### src/rtl/sc_frog_position_register_pkg.sv
// rtl/sc_frog_position_register_pkg.sv - shared constants for the frog position datapath
// Holds the shift-selection codes, default playfield geometry and index widths
// used by sc_frog_position_register and sc_frog_matrix_decoder.
package sc_frog_position_register_pkg;

  localparam logic [1:0] SHIFT_LEFT  = 2'b01;
  localparam logic [1:0] SHIFT_RIGHT = 2'b10;
  localparam logic [1:0] SHIFT_HOLD  = 2'b11;

  localparam int ROWS_DEF      = 8;
  localparam int COLS_DEF      = 8;
  localparam int START_COL_DEF = 3;
  localparam int CNT_W_DEF     = 8;

  localparam int ROW_W_DEF = $clog2(ROWS_DEF);
  localparam int COL_W_DEF = $clog2(COLS_DEF);

endpackage

### src/rtl/sc_frog_matrix_decoder.sv
// rtl/sc_frog_matrix_decoder.sv - combinational row/col to one-hot playfield bitmap
// Ports:
//   i_row    : row index, 0 = top
//   i_col    : column index, 0 = rightmost
//   o_matrix : ROWS*COLS bitmap, row r occupies bits [r*COLS +: COLS]; one bit set
module sc_frog_matrix_decoder
  import sc_frog_position_register_pkg::*;
#(
  parameter int ROWS = ROWS_DEF,
  parameter int COLS = COLS_DEF
) (
  input  logic [$clog2(ROWS)-1:0] i_row,
  input  logic [$clog2(COLS)-1:0] i_col,
  output logic [ROWS*COLS-1:0]    o_matrix
);

  localparam int RW = $clog2(ROWS);
  localparam int CW = $clog2(COLS);

  always_comb begin
    o_matrix = '0;
    for (int r = 0; r < ROWS; r++) begin
      for (int c = 0; c < COLS; c++) begin
        o_matrix[r*COLS + c] = (i_row == RW'(r)) && (i_col == CW'(c));
      end
    end
  end

endmodule

### src/rtl/sc_frog_position_register.sv
// rtl/sc_frog_position_register.sv - frog row/column register with move counter
// Ports:
//   SC_FROGPOSITION_CLOCK_50                    : system clock
//   SC_FROGPOSITION_RESET_InHigh                : asynchronous reset, active-high
//   SC_FROGPOSITION_clear_InLow                 : load start position, active-low
//   SC_FROGPOSITION_load0_InLow                 : move up one row, active-low
//   SC_FROGPOSITION_load1_InLow                 : move down one row, active-low
//   SC_FROGPOSITION_shiftselection_In           : 01 left, 10 right, else hold
//   SC_FROGPOSITION_matrix_Out                  : one-hot playfield bitmap
//   SC_FROGPOSITION_row_Out / col_Out           : current position
//   SC_FROGPOSITION_bottomsidecomparator_OutLow : 0 while on the bottom row
//   SC_FROGPOSITION_topreached_Out              : one-cycle pulse on entering row 0
//   SC_FROGPOSITION_moves_Out                   : saturating successful-move count
module sc_frog_position_register
  import sc_frog_position_register_pkg::*;
#(
  parameter int ROWS      = ROWS_DEF,
  parameter int COLS      = COLS_DEF,
  parameter int START_COL = START_COL_DEF,
  parameter int CNT_W     = CNT_W_DEF
) (
  input  logic                    SC_FROGPOSITION_CLOCK_50,
  input  logic                    SC_FROGPOSITION_RESET_InHigh,
  input  logic                    SC_FROGPOSITION_clear_InLow,
  input  logic                    SC_FROGPOSITION_load0_InLow,
  input  logic                    SC_FROGPOSITION_load1_InLow,
  input  logic [1:0]              SC_FROGPOSITION_shiftselection_In,
  output logic [ROWS*COLS-1:0]    SC_FROGPOSITION_matrix_Out,
  output logic [$clog2(ROWS)-1:0] SC_FROGPOSITION_row_Out,
  output logic [$clog2(COLS)-1:0] SC_FROGPOSITION_col_Out,
  output logic                    SC_FROGPOSITION_bottomsidecomparator_OutLow,
  output logic                    SC_FROGPOSITION_topreached_Out,
  output logic [CNT_W-1:0]        SC_FROGPOSITION_moves_Out
);

  localparam int RW = $clog2(ROWS);
  localparam int CW = $clog2(COLS);

  localparam logic [RW-1:0]    ROW_LAST  = RW'(ROWS - 1);
  localparam logic [CW-1:0]    COL_LAST  = CW'(COLS - 1);
  localparam logic [CW-1:0]    COL_START = CW'(START_COL);
  localparam logic [CNT_W-1:0] MOVES_MAX = {CNT_W{1'b1}};

  logic [RW-1:0]    r_row;
  logic [CW-1:0]    r_col;
  logic [CNT_W-1:0] r_moves;
  logic             r_top;

  logic [RW-1:0]    w_row_nxt;
  logic [CW-1:0]    w_col_nxt;
  logic [CNT_W-1:0] w_moves_nxt;
  logic             w_top_nxt;
  logic             w_moved;
  logic             w_clear;

  // Priority chain: only the highest-priority active command is considered,
  // and a blocked move (at an edge) still consumes the cycle without counting.
  always_comb begin
    w_row_nxt = r_row;
    w_col_nxt = r_col;
    w_top_nxt = 1'b0;
    w_moved   = 1'b0;
    w_clear   = 1'b0;
    if (!SC_FROGPOSITION_clear_InLow) begin
      w_clear   = 1'b1;
      w_row_nxt = ROW_LAST;
      w_col_nxt = COL_START;
    end else if (!SC_FROGPOSITION_load0_InLow) begin
      if (r_row != '0) begin
        w_row_nxt = r_row - RW'(1);
        w_moved   = 1'b1;
        // Pulse only on the 1->0 transition, never while parked at the top.
        w_top_nxt = (r_row == RW'(1));
      end
    end else if (!SC_FROGPOSITION_load1_InLow) begin
      if (r_row != ROW_LAST) begin
        w_row_nxt = r_row + RW'(1);
        w_moved   = 1'b1;
      end
    end else begin
      case (SC_FROGPOSITION_shiftselection_In)
        SHIFT_LEFT: begin
          if (r_col != COL_LAST) begin
            w_col_nxt = r_col + CW'(1);
            w_moved   = 1'b1;
          end
        end
        SHIFT_RIGHT: begin
          if (r_col != '0) begin
            w_col_nxt = r_col - CW'(1);
            w_moved   = 1'b1;
          end
        end
        default: ;
      endcase
    end
  end

  always_comb begin
    w_moves_nxt = r_moves;
    if (w_clear) begin
      w_moves_nxt = '0;
    end else if (w_moved && (r_moves != MOVES_MAX)) begin
      w_moves_nxt = r_moves + CNT_W'(1);
    end
  end

  always_ff @(posedge SC_FROGPOSITION_CLOCK_50 or posedge SC_FROGPOSITION_RESET_InHigh) begin
    if (SC_FROGPOSITION_RESET_InHigh) begin
      r_row   <= ROW_LAST;
      r_col   <= COL_START;
      r_moves <= '0;
      r_top   <= 1'b0;
    end else begin
      r_row   <= w_row_nxt;
      r_col   <= w_col_nxt;
      r_moves <= w_moves_nxt;
      r_top   <= w_top_nxt;
    end
  end

  sc_frog_matrix_decoder #(
    .ROWS (ROWS),
    .COLS (COLS)
  ) u_matrix_decoder (
    .i_row    (r_row),
    .i_col    (r_col),
    .o_matrix (SC_FROGPOSITION_matrix_Out)
  );

  assign SC_FROGPOSITION_row_Out                     = r_row;
  assign SC_FROGPOSITION_col_Out                     = r_col;
  assign SC_FROGPOSITION_bottomsidecomparator_OutLow = (r_row != ROW_LAST);
  assign SC_FROGPOSITION_topreached_Out              = r_top;
  assign SC_FROGPOSITION_moves_Out                   = r_moves;

endmodule

### config.mk
export PLATFORM = sky130hd
export DESIGN_NAME = sc_frog_position_register
export DESIGN_NICKNAME = d
export VERILOG_FILES = /design/src/rtl/sc_frog_position_register_pkg.sv /design/src/rtl/sc_frog_matrix_decoder.sv /design/src/rtl/sc_frog_position_register.sv
export SDC_FILE = /design/constraint.sdc
export NUM_CORES = 1
export LEC_CHECK = 0
export ABC_AREA = 1
export CORE_MARGIN = 2
export CORE_UTILIZATION = 41
export DETAILED_ROUTE_END_ITERATION = 7
export HOLD_SLACK_MARGIN = 0.05
export PLACE_DENSITY = 0.84
export SLEW_MARGIN = 0
export SYNTH_ARGS = -nofsm -noshare
export SYNTH_HDL_FRONTEND = slang
export SYNTH_HIERARCHICAL = 1
export SYNTH_SLANG_ARGS = --single-unit
### constraint.sdc
create_clock -name SC_FROGPOSITION_CLOCK_50 -period 2.76 [get_ports SC_FROGPOSITION_CLOCK_50]
set_input_delay 0.552 -clock SC_FROGPOSITION_CLOCK_50 [delete_from_list [all_inputs] [get_ports SC_FROGPOSITION_CLOCK_50]]
set_output_delay 0.552 -clock SC_FROGPOSITION_CLOCK_50 [all_outputs]
set_load 0.01 [all_outputs]
Yosys cells after proc, flatten, opt, wreduce, memory -nomap -nowiden
Index checks and enable logic that the tools add are counted.

Word-level logic and storage cells: 132. Output and inout port bits: 80. Register bits after elaboration: 15.

Reductions and logical operators: 71. Add/subtract/negate cells: 5. Eq/ne operators: 28. Muxes and demuxes: 24.

Operators with widths (count): $logic_and A1 B1 Y1 (65); $mux W3 (10); $eq A3 B3 Y1 const B (8); $mux W8 (2); $ne A3 B3 Y1 const B (5); $eq A3 B2 Y1 const B (4); $mux W1 (10); $add A8 B1 Y8 const B (1); $ne A8 B8 Y1 const B (1); $add A3 B1 Y3 const B (2); $eq A3 B1 Y1 const B (2); $logic_not A3 Y1 (2); $ne A2 B1 Y1 const B (3); $ne A3 B1 Y1 const B (2); $pmux W3 S2 (1); $reduce_bool A3 Y1 (2); $sub A3 B1 Y3 const B (2); $reduce_and A5 Y1 (1); $ne A3 B2 Y1 const B (1); $reduce_and A3 Y1 (1); $eq A2 B1 Y1 const B (1); $eq A2 B2 Y1 const B (1); $pmux W1 S2 (1).

Longest topological paths before layout
Word-level depth: 9. Gate-level depth with buffers: 11. Depth with buffers taken out: 11.

Modules after synthesis
Netlist, hierarchy kept.

By module, submodules not included: sc_frog_position_register (instances 1, cells each 131, seq. area each 381.6 um^2, area an instance 1099.8 um^2); sc_frog_matrix_decoder (instances 1, cells each 88, seq. area each 0.0 um^2, area an instance 345.3 um^2).

Least setup slack after synthesis
OpenSTA, ideal clock, no wires.

Path kind: input to register. Start point: in SC_FROGPOSITION_shiftselection_In[0]. End point: reg r_col[2], in the netlist SC_FROGPOSITION_col_Out[2]. Arrival time: 1.537 ns. Stages: 6. Setup time: 0.095 ns. Setup slack: 1.128 ns. Path buffers: 0. Cells stage by stage: inv_1 > ha_1 > inv_1 > fa_1 > xnor2_1 > o31ai_1.

Cells in the longest elaborated chain, start to end: 5. Elaborated cells between the ends (all ways): 10. Classes of those cells: 5 x eq/ne; 4 x mux; 1 x reduce/logical.

RTL lines: start: declaration (RTL line sc_frog_position_register.sv:27) `input logic [1:0] SC_FROGPOSITION_shiftselection_In,`; $eq A2 B2 Y1 or $eq A2 B1 Y1 (tied branches) (RTL line sc_frog_position_register.sv:81) `case (SC_FROGPOSITION_shiftselection_In)`; $pmux W3 S2 (RTL line sc_frog_position_register.sv:81); $mux W3 (RTL line sc_frog_position_register.sv:75) `end else if (!SC_FROGPOSITION_load1_InLow) begin`; $mux W3 (RTL line sc_frog_position_register.sv:68) `end else if (!SC_FROGPOSITION_load0_InLow) begin`; $mux W3 (RTL line sc_frog_position_register.sv:64) `if (!SC_FROGPOSITION_clear_InLow) begin`; end signal: assignment (RTL line sc_frog_position_register.sv:116) `r_col <= w_col_nxt;`; end: declaration (RTL line sc_frog_position_register.sv:45) `logic [CW-1:0] r_col;`.

Parallel ways exist; a longest one is shown, timed or not. The select of a mux whose other input is x is not followed. A chain may end at the register's enable or synchronous reset.

Worst setup path after layout
Start point: reg r_col[1], in the netlist SC_FROGPOSITION_col_Out[1]. End point: out SC_FROGPOSITION_matrix_Out[14].

Cells in the longest elaborated chain, start to end: 2.

RTL lines: $eq A3 B3 Y1 (RTL line sc_frog_matrix_decoder.sv:24) `o_matrix[r*COLS + c] = (i_row == RW'(r)) && (i_col == CW'(c));`; $logic_and A1 B1 Y1 (RTL line sc_frog_matrix_decoder.sv:24); end: declaration (RTL line sc_frog_position_register.sv:28) `output logic [ROWS*COLS-1:0] SC_FROGPOSITION_matrix_Out,`.

Every way passes these cells.

==> qor.yml <==
yosys:
  syn_inst: 219
  ys_types: 28
  ys_warn_count: 6
  synth.top_cell.area_share_pct: 19.5
  synthTopCellsByArea: "nor2_1, dfrtp_1, dfstp_2, nand2_1, ha_1"
  yosys.area.top_type: "nor2_1"
  post_synth.cell_area_avg_um2: 6.60
  yosys_register_bits: 15
  syn_area_um2: 1450
  ys_seq_area_share_pct: 26.4
  synth_fp_nets: 235
detailed_routing:
  routed_wl_mm: 4.52
  drt-pass1-iter-count: 4
  wire_per_inst_um: 12.8
  routed_via_density: 4.90
  antenna_left: 0
  vias: 1735
  drc: 0
  drt_iter0_markers: 150
layout:
  mostFrequentLayoutCells: "clkdlybuf4s50_1, nor2_1, nand2_1"
  layout.nets: 325
  diodes: 0
  layout.cells.most_common: "clkdlybuf4s50_1"
  area_growth_pct: 64.8
  drive_gt1_share_pct: 7.79
global_routing:
  grt_start_max_net_pins: 16
  grt_pass1_vias: 1518
  antenna_found_initial: 0
  grt_pass1_wl_mm: 7.48
  track_usage_pct: 22.9
  grt.overflow.total: 0
clock_tree:
  clk_latency_ns: 0.29
  clockBufferDepth: 2
  numCtsBuffers: 3
  cts_tree: "built"
  postCtsSetupRepairBufs: 0
  htree_num_levels: 1
  cts_hold_buf: 0
  clk_transition_reported_paths_ns: 0.08
  cts_sinks: 15
  cts_resized: 0
  clk_root_buffer_cell: "clkbuf_4"
sta:
  period_share_pct: 93.1
  setup-violations-final: 0
  min_period_ns: 2.57
  hold_viol: 0
  fin_skew_ns: 0.00119
  tns_ns: 0
  grt_setup_unrepaired: "no"
  worst_pin_slew_ns: 0.572
  finalMaxSlewViolations: 0
  fmax_ghz: 0.389
  slew_headroom_pct: 61.8
place:
  globalplace.congestion: 0.787
  numPortBuffers: 86
  hpwl_mm: 3.64
die:
  core-area_um2: 3360
  rows: 21
  start_util_pct: 43.0
  dieArea_um2: 4020
  ioPinCount: 87
  die_w_um: 63.4
  die_y_um: 63.4
worst_setup_path:
  start_kind: "flip-flop"
  path_class: "reg2out"
  worstPathMaxFanout: 11
  crit_start: "SC_FROGPOSITION_col_Out[1]"
  reg2reg_from: "SC_FROGPOSITION_col_Out[0]"
  cp.arrival_ns: 2.02
  ff2ff_setup_slack_ns: 1.09
  cp_data_required_time_ns: 2.21
  reg2regPathDepth: 4
  crit_path_end_kind: "output pin"
  r2r-end: "SC_FROGPOSITION_col_Out[2]"
hold_path:
  worstHoldEndpoint: "SC_FROGPOSITION_moves_Out[0]"
  min_from: "SC_FROGPOSITION_moves_Out[0]"
  hold_depth: 2
  min_path_type: "reg2reg"
power_and_ir_drop:
  p_total_w: 0.000854
  ir_drop_mv: 0.338
  p_leak_nw: 1.01
  p_per_area_nw_per_um2: 359
run:
  drv_cap: 0
run_status:
  status: "completed"
-- where the power goes --
group | internal (W) | switching (W) | total (W)
Clock | 0.0000563 | 0.0000688 | 0.000125
Sequential | 0.000255 | 0.0000435 | 0.000298
Combinational | 0.000180 | 0.000251 | 0.000431
-- area by class of cell --
class,instances,area [um^2]
clock buffers,4,26.3
well taps,46,57.6
inverters,26,97.6
flip-flops and latches,15,382
multi-input cells,176,950
fillers,301,982
repair buffers,87,868
-- routing by layer --
metal / global-route usage [%] / wire length (um) / part of all wire, % / up-vias
met5: 0 / 0 / 0 / -
met4: 6.25 / 63 / 1.4 / 0
met3: 3.39 / 300 / 6.6 / 8
met2: 40.5 / 2120 / 47 / 69
met1: 28.7 / 2030 / 45 / 779
li1: - / - / - / 879
-- critical path: stages (launching register included) --
cell             delay, ns
dfstp_2               0.62
nand3_1               0.32
nor2_1                0.22
clkdlybuf4s50_1       0.56
-- how the worst max path moves through the flow --
stage          slack [ns]                        endpoint  cells after the start
4_1_cts              0.18  SC_FROGPOSITION_matrix_Out[14]                      3
5_1_grt              0.08  SC_FROGPOSITION_matrix_Out[27]                      4
3_5_place_dp         0.50      SC_FROGPOSITION_col_Out[2]                      7
2_1_floorplan        1.13      SC_FROGPOSITION_col_Out[2]                      6
6_report             0.19  SC_FROGPOSITION_matrix_Out[14]                      3
3_3_place_gp         0.51  SC_FROGPOSITION_matrix_Out[14]                      3
-- flip-flops by register name, summed over array words and instances (netlist names) --
register	cells
SC_FROGPOSITION_col_Out	3
SC_FROGPOSITION_topreached_Out	1
SC_FROGPOSITION_moves_Out	8
SC_FROGPOSITION_row_Out	3
-- kinds of logic after synthesis --
kind of cell | Yosys count | synth area share, %
fa+ha+maj | 9 | 8.31
buf+inv | 28 | 7.88
xor+xnor | 7 | 4.24
flops | 15 | 26.4
simple gates | 147 | 47.3
compound gates | 13 | 5.89
-- per-stage QoR --
stage	hold slack (ns)	setup WS (ns)	std cells	instance area [um^2]	utilization, %
CTS	0.580	0.183	354	2380	70.8
global placement	0.551	0.508	350	2350	70.0
finish	0.571	0.191	354	2380	70.8
floorplan	0.450	1.13	219	1450	-
global route	0.619	0.0795	354	2380	70.8
detailed placement	0.555	0.504	350	2350	70.0
-- cells in the mapped netlist, drive strengths merged --
cell / n
nor2: 77
nand2: 36
inv: 26
nand3: 25
dfrtp: 10
ha: 8
nand4: 8
o21ai: 8
dfstp: 5
xnor2: 5
buf: 2
xor2: 2
a21oi: 1
a32oi: 1
fa: 1
nor3: 1
o211ai: 1
o221ai: 1
o31ai: 1
Note: power is estimated with default switching activity, not from simulation.
